`src/rtl/pipe_ctrl_pkg.sv`:
```
// Shared definitions for the pipeline stall controller.
//   state_t         : 2-bit FSM state, encodings IDLE=0, RUN=1, MEM_WAIT=2, ERROR=3
//   DEF_MEM_TIMEOUT : default limit on consecutive MEM_WAIT cycles before ERROR
//   DEF_CNT_W       : default width of each performance counter
package pipe_ctrl_pkg;

  typedef enum logic [1:0] {
    IDLE     = 2'd0,
    RUN      = 2'd1,
    MEM_WAIT = 2'd2,
    ERROR    = 2'd3
  } state_t;

  localparam int DEF_MEM_TIMEOUT = 64;
  localparam int DEF_CNT_W       = 16;

endpackage

```
`src/rtl/sat_counter.sv`:
```
// Saturating up-counter used for the stall/flush performance counters.
//   i_clk   : clock
//   i_rst_n : asynchronous active-low clear
//   i_inc   : count one event on this edge
//   o_count : current count; holds at all-ones instead of wrapping
module sat_counter #(
  parameter int W = 16
) (
  input  logic         i_clk,
  input  logic         i_rst_n,
  input  logic         i_inc,
  output logic [W-1:0] o_count
);

  logic [W-1:0] r_count;
  logic         w_full;

  assign w_full = (r_count == {W{1'b1}});

  always_ff @(posedge i_clk or negedge i_rst_n) begin
    if (!i_rst_n) begin
      r_count <= '0;
    end else if (i_inc && !w_full) begin
      r_count <= r_count + 1'b1;
    end
  end

  assign o_count = r_count;

endmodule

```
`src/rtl/pipeline_stall_controller.sv`:
```
// Central pipeline sequencer for the 5-stage core. Merges the load-use
// hazard, the taken-branch signal from ID and the data-memory handshake in
// MEM into one prioritized set of stage enables / flush / bubble controls,
// gates start-up, detects memory timeouts and counts stall/flush events.
//
// Ports:
//   clk_i, rst_i         : clock, asynchronous active-low reset
//   start_i              : level; leaves IDLE on the first edge it is high
//   hazard_i             : load-use hazard for the instruction in ID
//   branch_taken_i       : branch/jump in ID resolved taken
//   EXMEM_MemRead_i/Write: load/store currently in MEM
//   dmem_ack_i           : data memory completes the access this cycle
//   PC_write_o, IFID_write_o : PC and IF/ID enables
//   IFID_flush_o         : clear IF/ID on next edge
//   IDEX_bubble_o        : insert NOP into ID/EX on next edge
//   freeze_o             : hold ID/EX, EX/MEM, MEM/WB
//   dmem_req_o           : data-memory request
//   error_o              : sticky memory-timeout error
//   state_o              : current FSM state (debug visibility)
//   loaduse_cnt_o, flush_cnt_o, memstall_cnt_o : saturating event counters
//
// Memory handshake: dmem_req_o is the valid side and dmem_ack_i the ready
// side. An access completes on the edge where both are high; while req is
// high without ack the request stays asserted and the pipeline is frozen.
// An ack in the same cycle as the request completes with no stall at all.
module pipeline_stall_controller
  import pipe_ctrl_pkg::*;
#(
  parameter int MEM_TIMEOUT = DEF_MEM_TIMEOUT,  // must be >= 2
  parameter int CNT_W       = DEF_CNT_W
) (
  input  logic             clk_i,
  input  logic             rst_i,
  input  logic             start_i,
  input  logic             hazard_i,
  input  logic             branch_taken_i,
  input  logic             EXMEM_MemRead_i,
  input  logic             EXMEM_MemWrite_i,
  input  logic             dmem_ack_i,
  output logic             PC_write_o,
  output logic             IFID_write_o,
  output logic             IFID_flush_o,
  output logic             IDEX_bubble_o,
  output logic             freeze_o,
  output logic             dmem_req_o,
  output logic             error_o,
  output logic [1:0]       state_o,
  output logic [CNT_W-1:0] loaduse_cnt_o,
  output logic [CNT_W-1:0] flush_cnt_o,
  output logic [CNT_W-1:0] memstall_cnt_o
);

  localparam int                WAIT_W    = $clog2(MEM_TIMEOUT + 1);
  localparam logic [WAIT_W-1:0] WAIT_LAST = WAIT_W'(MEM_TIMEOUT - 1);

  state_t            r_state;
  state_t            w_next_state;
  logic [WAIT_W-1:0] r_wait_cnt;
  logic [WAIT_W-1:0] w_wait_cnt_next;
  logic              w_mem_busy;
  logic              w_lu_inc;
  logic              w_fl_inc;
  logic              w_ms_inc;

  // In MEM_WAIT the EX/MEM register is frozen, so the outstanding access is
  // implied by the state rather than re-read from the EXMEM inputs.
  assign w_mem_busy = (r_state == MEM_WAIT) | EXMEM_MemRead_i | EXMEM_MemWrite_i;

  always_ff @(posedge clk_i or negedge rst_i) begin
    if (!rst_i) begin
      r_state    <= IDLE;
      r_wait_cnt <= '0;
    end else begin
      r_state    <= w_next_state;
      r_wait_cnt <= w_wait_cnt_next;
    end
  end

  always_comb begin
    w_next_state    = r_state;
    w_wait_cnt_next = r_wait_cnt;
    w_lu_inc        = 1'b0;
    w_fl_inc        = 1'b0;
    w_ms_inc        = 1'b0;
    PC_write_o      = 1'b0;
    IFID_write_o    = 1'b0;
    IFID_flush_o    = 1'b0;
    IDEX_bubble_o   = 1'b0;
    freeze_o        = 1'b1;
    dmem_req_o      = 1'b0;
    error_o         = 1'b0;

    case (r_state)
      IDLE: begin
        if (start_i) w_next_state = RUN;
      end

      RUN, MEM_WAIT: begin
        dmem_req_o = w_mem_busy;
        if (w_mem_busy && !dmem_ack_i) begin
          // Memory stall outranks everything: hold the whole pipe.
          w_ms_inc = 1'b1;
          if (r_state == RUN) begin
            w_next_state    = MEM_WAIT;
            w_wait_cnt_next = '0;
          end else if (r_wait_cnt == WAIT_LAST) begin
            w_next_state = ERROR;
          end else begin
            w_wait_cnt_next = r_wait_cnt + 1'b1;
          end
        end else begin
          // Memory is done (or idle): the back end advances this edge and
          // the front-end hazard/branch rules decide PC and IF/ID.
          freeze_o     = 1'b0;
          w_next_state = RUN;
          if (hazard_i) begin
            // A taken branch alongside a load-use stall is dropped here;
            // it is still in ID next cycle and resolves again.
            IDEX_bubble_o = 1'b1;
            w_lu_inc      = 1'b1;
          end else begin
            PC_write_o   = 1'b1;
            IFID_write_o = 1'b1;
            if (branch_taken_i) begin
              IFID_flush_o = 1'b1;
              w_fl_inc     = 1'b1;
            end
          end
        end
      end

      ERROR: begin
        error_o = 1'b1;
      end

      default: ;
    endcase
  end

  assign state_o = r_state;

  sat_counter #(.W(CNT_W)) u_loaduse_cnt (
    .i_clk   (clk_i),
    .i_rst_n (rst_i),
    .i_inc   (w_lu_inc),
    .o_count (loaduse_cnt_o)
  );

  sat_counter #(.W(CNT_W)) u_flush_cnt (
    .i_clk   (clk_i),
    .i_rst_n (rst_i),
    .i_inc   (w_fl_inc),
    .o_count (flush_cnt_o)
  );

  sat_counter #(.W(CNT_W)) u_memstall_cnt (
    .i_clk   (clk_i),
    .i_rst_n (rst_i),
    .i_inc   (w_ms_inc),
    .o_count (memstall_cnt_o)
  );

endmodule
```
`config.mk`:
```
export PLATFORM = sky130hd
export DESIGN_NAME = pipeline_stall_controller
export DESIGN_NICKNAME = d
export VERILOG_FILES = /design/src/rtl/pipe_ctrl_pkg.sv /design/src/rtl/sat_counter.sv /design/src/rtl/pipeline_stall_controller.sv
export SDC_FILE = /design/constraint.sdc
export NUM_CORES = 1
export LEC_CHECK = 0
export BUFFER_PORTS_ARGS = -buffer_cell sky130_fd_sc_hd__buf_2
export CAP_MARGIN = 15
export CORE_MARGIN = 2
export CORE_UTILIZATION = 49
export DETAILED_ROUTE_END_ITERATION = 10
export PLACE_DENSITY = 0.73
export SKIP_LAST_GASP = 1
export SYNTH_ARGS = -nofsm -noshare
export SYNTH_HDL_FRONTEND = slang
export SYNTH_SLANG_ARGS = --single-unit
```
`constraint.sdc`:
```
create_clock -name clk_i -period 4.2 [get_ports clk_i]
set_input_delay 1.05 -clock clk_i [delete_from_list [all_inputs] [get_ports clk_i]]
set_output_delay 1.05 -clock clk_i [all_outputs]
set_load 0.02 [all_outputs]
```
==> results.json, run 1 <==
{
  "crit_chain": "buf_2 -> nor3_4 -> o2111ai_2 -> inv_1 -> buf_2",
  "syn-num-nets": 299,
  "regArea_um2": 1430,
  "grt_pass1_vias": 2247,
  "grt_max_degree": 46,
  "startpoint": "EXMEM_MemRead_i",
  "place.gp.congestion": 0.794,
  "synth_flop_cell": "dfrtp_1",
  "fin_crit_sh": 0.751,
  "cts_sinks": 57,
  "die_h_um": 82.1,
  "stdcell_count": 432,
  "path_class": "input pin to output port",
  "post_cts_buffers": 0,
  "setup.worst_path.start_class": "input pin",
  "setup_violations": 0,
  "fin_tns_setup_ns": 0,
  "cts_tree": "done",
  "routed_wirelength_mm": 6.33,
  "min_period_ns": 3.15,
  "first_pass_iters": 4,
  "dp_cells": 416,
  "cap_violations": 0,
  "antenna_found_initial": 0,
  "synth_cell_type_count": 47,
  "crit_fanout": 10,
  "multi_input_area_um2": 1490,
  "clk_latency_ns": 0.33,
  "power.density_nw_per_um2": 542,
  "n_fill_cell": 515,
  "num_rows": 28,
  "r2r-start": "state_o[0]",
  "async_flop_share": 1.00,
  "die_area_um2": 6740,
  "area_delta_synth_final_pct": 19.3,
  "numCtsBuffers": 9,
  "drv_slew": 0,
  "seq_area_frac_synth": 0.478,
  "place_hpwl_mm": 4.51,
  "cts_buffer_depth": 2,
  "htree_levels": 3,
  "drtIter0Drc": 100,
  "cts_resized": 0,
  "wl_per_cell_um": 14.6,
  "netlist_area_um2": 2990,
  "crit_top_cell": "buf_2",
  "grtUsageTotal": 0.207,
  "ant_nets": 0,
  "grt_overflow_total": 0,
  "worstPathArrival_ns": 2.10,
  "cp.required_ns": 3.15,
  "syn_inst": 282,
  "worstHoldStart": "r_wait_cnt[6]",
  "slew_headroom": 0.348,
  "synth_edf_count": 0,
  "portBuffers": 64,
  "postCtsHoldBufs": 0,
  "synth_seq_cells": 57,
  "start_util": 0.504,
  "layout-drive-gt1-share": 0.263,
  "io_pins": 65,
  "layout_common_cells": "buf_2, dfrtp_1, xor2_1, nand2_1, nor3_1",
  "grt_pass1_wl_mm": 10.4,
  "worst_hold_slack_ns": 0.487,
  "hold_violations": 0,
  "viasPerCell": 5.57,
  "worst_pin_slew_ns": 0.978,
  "core_um2": 5920,
  "n_antenna_cell": 0,
  "ys_warn_count": 0,
  "clock_skew_ns": 0.00822,
  "rsz0062_at_grt": "false",
  "drc": 0,
  "hp-class": "register to register",
  "num_vias": 2405,
  "leakagePower_nw": 1.90,
  "syn_area_per_cell_um2": 10.6,
  "cpMaxStageDelayCell": "nor3_4",
  "crit_path_max_incr_delay_ns": 0.35,
  "cts_root_buf": "clkbuf_8",
  "final_common_cell": "buf_2",
  "crit_path_end_kind": "output port",
  "clk_pin_slew_ns": 0.06,
  "die_w_um": 82.1,
  "peakVddDrop_uv": 301,
  "outcome": "complete, no violations",
  "fmax_mhz": 317,
  "fin_nets": 369
}
-- metrics by stage --
step | total power [mW] | instance area [um2] | utilization | setup WS (ns)
6_report | 1.93 | 3560 | 0.602 | 1.05
5_1_grt | 2.06 | 3560 | 0.602 | 0.928
4_1_cts | 1.95 | 3560 | 0.602 | 1.05
3_5_place_dp | 1.44 | 3370 | 0.570 | 1.06
3_3_place_gp | 1.42 | 3370 | 0.570 | 1.07
2_1_floorplan | 1.24 | 2990 | - | 0.901
-- synthesized netlist by cell type (all sizes together) (4+ instances only) --
cell / n / area (um2)
and3: 6 / 37.5
and4: 6 / 52.6
inv: 8 / 30.0
a31oi: 6 / 37.5
nand4: 12 / 75.1
buf: 6 / 38.8
o21ai: 4 / 23.8
ha: 9 / 113
xor2: 43 / 377
a21oi: 4 / 20.0
nand3: 14 / 70.1
nor2: 12 / 47.6
nor3: 20 / 111
nor3b: 4 / 30.0
nor4: 16 / 115
dfrtp: 57 / 1430
nand2: 21 / 78.8
-- power by group --
group	internal (mW)	switching (mW)	total, mW
registers	0.645	0.130	0.776
logic	0.249	0.409	0.658
clock network	0.289	0.209	0.498
total	1.18	0.749	1.93
-- flip-flops by register name, indices dropped and copies added, names as in the netlist --
name / flops
u_flush_cnt.o_count: 16
u_loaduse_cnt.o_count: 16
u_memstall_cnt.o_count: 16
r_wait_cnt: 7
state_o: 2
-- area by class of cell --
| cell class | count | share of cell area |
|---|---|---|
| clock buffer | 13 | 0.0418 |
| clock inverter | 3 | 0.0112 |
| inverter | 8 | 0.00843 |
| multi-input combinational | 210 | 0.418 |
| sequential | 57 | 0.400 |
| tap | 75 | 0.0263 |
| timing repair buffer | 66 | 0.0941 |
-- worst max-delay path: cells and delay by family --
kind | cells | cell delay, ns
buffers and inverters | 3 | 0.39
and+or+nand+nor | 1 | 0.35
AOI/OAI and AO/OA | 1 | 0.30
-- cell families after synthesis --
family,after synthesis,share of synthesized area
XOR/XNOR,45,0.132
AO/OA/AOI/OAI,28,0.0716
AND/OR/NAND/NOR,125,0.246
adder cells (fa/ha/maj),9,0.0377
flip-flops,57,0.478
buffers and inverters,15,0.0243
multiplexers,3,0.0113
-- final timing paths --
| check | end | slack (ns) | cells after the start |
|---|---|---|---|
| max | IFID_flush_o | 1.05 | 5 |
| min | r_wait_cnt[6] | 0.49 | 1 |
| max reg2reg | r_wait_cnt[1] | 1.87 | 6 |
| min reg2reg | r_wait_cnt[6] | 0.49 | 1 |
| max in group asynchronous | u_flush_cnt.o_count[1] | 2.57 | 2 |
| min in group asynchronous | u_memstall_cnt.o_count[15] | 0.87 | 1 |
-- per-layer routing --
| layer | share of wire | global-route usage |
|---|---|---|
| met3 | 0.052 | 0.0648 |
| met1 | 0.48 | 0.285 |
| met2 | 0.46 | 0.309 |
| met4 | 0.0084 | 0.0700 |
| met5 | 0 | 0 |
Note: power is estimated with default switching activity, not from simulation.
==> run 2, diff against run 1 <==
ABC_AREA = 1   (was default)
PLACE_DENSITY = 0.71   (was 0.73)
clock period = 3.2 ns   (was 4.2 ns; I/O delays follow)
==> results.json, run 2 <==
{
  "outcome": "complete, no violations",
  "cap_violations": 0,
  "min_period_ns": 2.64,
  "worst_pin_slew_ns": 0.520,
  "antenna_found_initial": 0,
  "path_class": "register to output port",
  "post_cts_buffers": 0,
  "post_dp_cell_area_um2": 4070,
  "routed_wirelength_mm": 8.03,
  "pwr-share-seq": 0.372,
  "portBuffers": 64,
  "layout-drive-gt1-share": 0.202,
  "hp-class": "input pin to asynchronous set/reset pin",
  "clk_latency_ns": 0.34,
  "slew_headroom": 0.653,
  "grtUsageTotal": 0.213,
  "fmax_mhz": 379,
  "cts_tree": "done",
  "rrSetupSlack_ns": 1.10,
  "stdcell_count": 708,
  "cts_sinks": 57,
  "place.gp.congestion": 0.837,
  "syn_area_per_cell_um2": 6.90,
  "stdcell_area_um2": 4290,
  "crit_path_end_kind": "output port",
  "syn_inst": 534,
  "synth_most_common_cell": "nand2_1",
  "die_area_um2": 8220,
  "synth_flop_cell": "dfrtp_1",
  "first_pass_iters": 4,
  "core_um2": 7250,
  "ys_warn_count": 0,
  "syn-num-nets": 551,
  "viasPerCell": 4.86,
  "worstPathArrival_ns": 1.84,
  "n_antenna_cell": 0,
  "synth_seq_cells": 57,
  "clk_pin_slew_ns": 0.08,
  "grt_overflow_total": 0,
  "hold_violations": 0,
  "clkPwrFrac": 0.255,
  "numCtsBuffers": 9,
  "io_pins": 65,
  "setup_violations": 0,
  "synth_edf_count": 0,
  "fin_nets": 621,
  "fin_crit_sh": 0.825,
  "synth_cell_type_count": 24,
  "place_hpwl_mm": 6.02,
  "netlist_area_um2": 3680,
  "cp.required_ns": 2.40,
  "grt_pass1_wl_mm": 14.4,
  "num_rows": 31,
  "seq_area_frac_synth": 0.387,
  "layout_common_cells": "nand2_1, buf_2, dfrtp_1, nor2_1, inv_1",
  "crit_fanout": 6,
  "synth_common_cells": "nand2_1, dfrtp_1, nor2_1, inv_1, nand3_1",
  "power_mw": 2.96,
  "power.density_nw_per_um2": 690,
  "synthTopCellsByArea": "dfrtp_1, nand2_1, nor2_1",
  "ant_nets": 0,
  "num_vias": 3438,
  "die_h_um": 90.7,
  "clock_skew_ns": 0.00701,
  "htree_levels": 3,
  "grt_max_degree": 42,
  "leakagePower_nw": 2.22,
  "rsz0062_at_grt": "false",
  "async_flop_share": 1.00,
  "drv_slew": 0,
  "wl_per_cell_um": 11.3,
  "dp_cells": 692,
  "p_int_mw": 1.68,
  "worst_hold_slack_ns": 0.377,
  "setup.worst_path.start_class": "register",
  "drtIter0Drc": 154,
  "swShare": 0.432,
  "final_common_cell": "nand2_1",
  "netlist.area_leader.share": 0.387,
  "postCtsHoldBufs": 0,
  "cts_buffer_depth": 2,
  "grt_pass1_vias": 3164,
  "start_util": 0.508,
  "peakVddDrop_uv": 333,
  "fin_tns_setup_ns": 0,
  "drc": 0,
  "cts_root_buf": "clkbuf_8",
  "switching_power_mw": 1.28,
  "pwr-share-comb": 0.372,
  "die_w_um": 90.7,
  "area_delta_synth_final_pct": 16.5,
  "synth_top_cell_by_area": "dfrtp_1",
  "cts_resized": 0
}
-- run 2: changes by cell type in the layout (fill, tap and decap cells not counted), sizes merged, moves of 18 or more --
cell | before | now
xor2 | 43 | 18
o21ai | 4 | 28
inv | 8 | 56
nand3 | 14 | 32
nor2 | 12 | 61
nor3 | 20 | 1
nand2 | 21 | 243
-- run 2: cells by family (layout without fill, tap and decap cells) --
group / after synthesis / count (layout) / share of synthesized area
compound gates: 31 / 31 / 0.0557
xor+xnor: 18 / 18 / 0.0428
fa+ha+maj: 9 / 9 / 0.0306
buf+inv: 64 / 139 / 0.0788
flops: 57 / 57 / 0.387
simple gates: 355 / 355 / 0.405
-- run 2: path summary, 6_finish.rpt --
check                      cells after the start                         to          start
min in group clk_i                             2              r_wait_cnt[6]  r_wait_cnt[6]
max in group asynchronous                      2  u_loaduse_cnt.o_count[13]          rst_i
max reg2reg                                   10     u_flush_cnt.o_count[3]     state_o[0]
max                                            8                 PC_write_o     state_o[0]
min                                            1  u_memstall_cnt.o_count[7]          rst_i
min reg2reg                                    2              r_wait_cnt[6]  r_wait_cnt[6]
-- run 2: layout make-up --
class                   instances  area [um2]
flip-flops and latches         57        1430
fillers                       716        2960
clock inverters                 7        93.8
inverters                      55         206
well taps                      99         124
multi-input cells             413        1970
repair buffers                 68         350
clock buffers                   9         124
-- run 2: per-layer routing --
| layer | up-vias | GRT usage | part of all wire |
|---|---|---|---|
| met5 | - | 0 | 0 |
| li1 | 1802 | - | - |
| met3 | 7 | 0.0492 | 0.042 |
| met1 | 1567 | 0.277 | 0.48 |
| met2 | 62 | 0.354 | 0.47 |
| met4 | 0 | 0.0667 | 0.010 |
-- run 2: through the flow --
stage          setup slack (ns)  utilization
6_report                  0.559        0.592
5_1_grt                   0.330        0.592
4_1_cts                   0.515        0.592
3_5_place_dp              0.727        0.561
3_3_place_gp              0.743        0.561
2_1_floorplan             0.618            -
-- run 2: critical path: stages, from the launching register on --
cell and delay [ns]:
dfrtp_1 0.43, inv_1 0.09, ha_1 0.21, inv_1 0.07
nand3_1 0.08, nand2_1 0.14, nand2_1 0.08, nor2_1 0.18
buf_2 0.22
-- run 2: power by group through the flow --
| stage | registers [mW] | clock network (mW) | logic (mW) |
|---|---|---|---|
| 2_1_floorplan | 1.23 | 0 | 0.674 |
| 3_3_place_gp | 1.11 | 0 | 1.09 |
| 3_5_place_dp | 1.11 | 0 | 1.12 |
| 4_1_cts | 1.10 | 0.774 | 1.12 |
| 5_1_grt | 1.13 | 0.811 | 1.24 |
| 6_report | 1.10 | 0.756 | 1.10 |
==> run 3, diff against run 2 <==
clock period = 2.5 ns   (was 3.2 ns; I/O delays follow)
==> results.json, run 3 (synthesis gave the netlist of run 2 again) <==
{
  "outcome": "complete, no violations",
  "area_delta_synth_final_pct": 19.0,
  "numCtsBuffers": 9,
  "layout_common_cells": "nand2_1, buf_2, dfrtp_1, nor2_1, inv_1",
  "final_common_cell": "nand2_1",
  "crit_chain": "inv_1 -> ha_1 -> nand3_2 -> inv_1 -> buf_2",
  "layout-drive-gt1-share": 0.212,
  "routed_wirelength_mm": 8.27,
  "post_cts_buffers": 0,
  "ant_nets": 0,
  "num_rows": 31,
  "cts_tree": "done",
  "cts_sinks": 57,
  "min_period_ns": 2.30,
  "clock_skew_ns": 0.0152,
  "hold_violations": 0,
  "drv_slew": 0,
  "place_hpwl_mm": 6.18,
  "cpLargestDelayFamily": "flip-flops",
  "worst_pin_slew_ns": 0.394,
  "crit_path_end_kind": "output port",
  "path_class": "register to output port",
  "gr-usage-met1": 0.280,
  "cts_root_buf": "clkbuf_8",
  "drtIter0Drc": 138,
  "clk_pin_slew_ns": 0.08,
  "grt_overflow_total": 0,
  "cp.required_ns": 1.88,
  "use_met2": 0.353,
  "setup_violations": 0,
  "cts_buffer_depth": 2,
  "portBuffers": 64,
  "postCtsHoldBufs": 0,
  "clk_latency_ns": 0.34,
  "leakagePower_nw": 2.27,
  "grt_pass1_vias": 3214,
  "start_util": 0.508,
  "n_fill_cell": 704,
  "crit_path_max_incr_delay_ns": 0.43,
  "rrSetupSlack_ns": 0.54,
  "die_h_um": 90.7,
  "antenna_found_initial": 0,
  "cts_resized": 0,
  "place.gp.congestion": 0.858,
  "wl_per_cell_um": 11.6,
  "fmax_mhz": 435,
  "viasPerCell": 4.89,
  "use_met3": 0.0367,
  "rsz0062_at_grt": "false",
  "grtUsageTotal": 0.213,
  "die_w_um": 90.7,
  "crit_top_cell": "inv_1",
  "grt_pass1_wl_mm": 14.4,
  "core_um2": 7250,
  "io_pins": 65,
  "crit_fanout": 6,
  "slew_headroom": 0.737,
  "die_area_um2": 8220,
  "worstPathArrival_ns": 1.67,
  "final_util": 0.604,
  "cpMaxStageDelayCell": "dfrtp_1",
  "setup.worst_path.start_class": "register",
  "grt_max_degree": 30,
  "grt.busiest_layer": "met2",
  "peakVddDrop_uv": 378,
  "drc": 0,
  "power.density_nw_per_um2": 925,
  "cap_violations": 0,
  "fin_nets": 624,
  "htree_levels": 3,
  "first_pass_iters": 6,
  "fin_tns_setup_ns": 0,
  "timing.critical_path.buf_inv": 3,
  "num_vias": 3478,
  "hp-class": "input pin to asynchronous set/reset pin",
  "n_antenna_cell": 0,
  "fin_crit_sh": 0.919
}
run 3: layout make-up:
class / instances / area [um2] / share of cell area
clock buffers: 11 / 151 / 0.0345
inverters: 55 / 206 / 0.0471
well taps: 99 / 124 / 0.0283
flip-flops and latches: 57 / 1430 / 0.326
clock inverters: 5 / 125 / 0.0285
multi-input cells: 413 / 1980 / 0.451
repair buffers: 71 / 373 / 0.0851
run 3: routing by layer:
metal / up-vias / part of all wire / routed length [um]
li1: 1811 / - / -
met1: 1592 / 0.47 / 3880
met2: 66 / 0.48 / 3970
met3: 9 / 0.040 / 334
met4: 0 / 0.011 / 92
met5: - / 0 / 0
run 3: path summary, 6_finish.rpt:
| path | startpoint | end | cells past startpoint |
|---|---|---|---|
| setup reg to reg | state_o[1] | u_memstall_cnt.o_count[3] | 7 |
| hold / removal | rst_i | r_wait_cnt[5] | 2 |
| min in group clk_i | r_wait_cnt[6] | r_wait_cnt[6] | 2 |
| hold reg to reg | r_wait_cnt[6] | r_wait_cnt[6] | 2 |
| max in group asynchronous | rst_i | state_o[0] | 2 |
| setup / recovery | state_o[1] | IFID_flush_o | 5 |
run 3: report_power, final:
| group | total (mW) | internal [mW] | switching (mW) |
|---|---|---|---|
| clock | 1.21 | 0.816 | 0.389 |
| sequential | 1.42 | 1.13 | 0.290 |
| combinational | 1.43 | 0.480 | 0.953 |
| total | 4.05 | 2.42 | 1.63 |
run 3: through the flow:
stage	hold slack, ns	area (um2)	instances	power [mW]	setup WS (ns)
floorplan	0.329	3680	534	2.44	0.0987
global placement	0.483	4100	695	2.82	0.402
global route	0.323	4380	711	4.32	0.0176
finish	0.284	4380	711	4.05	0.202
detailed placement	0.504	4100	695	2.87	0.389
CTS	0.293	4370	711	4.09	0.0326
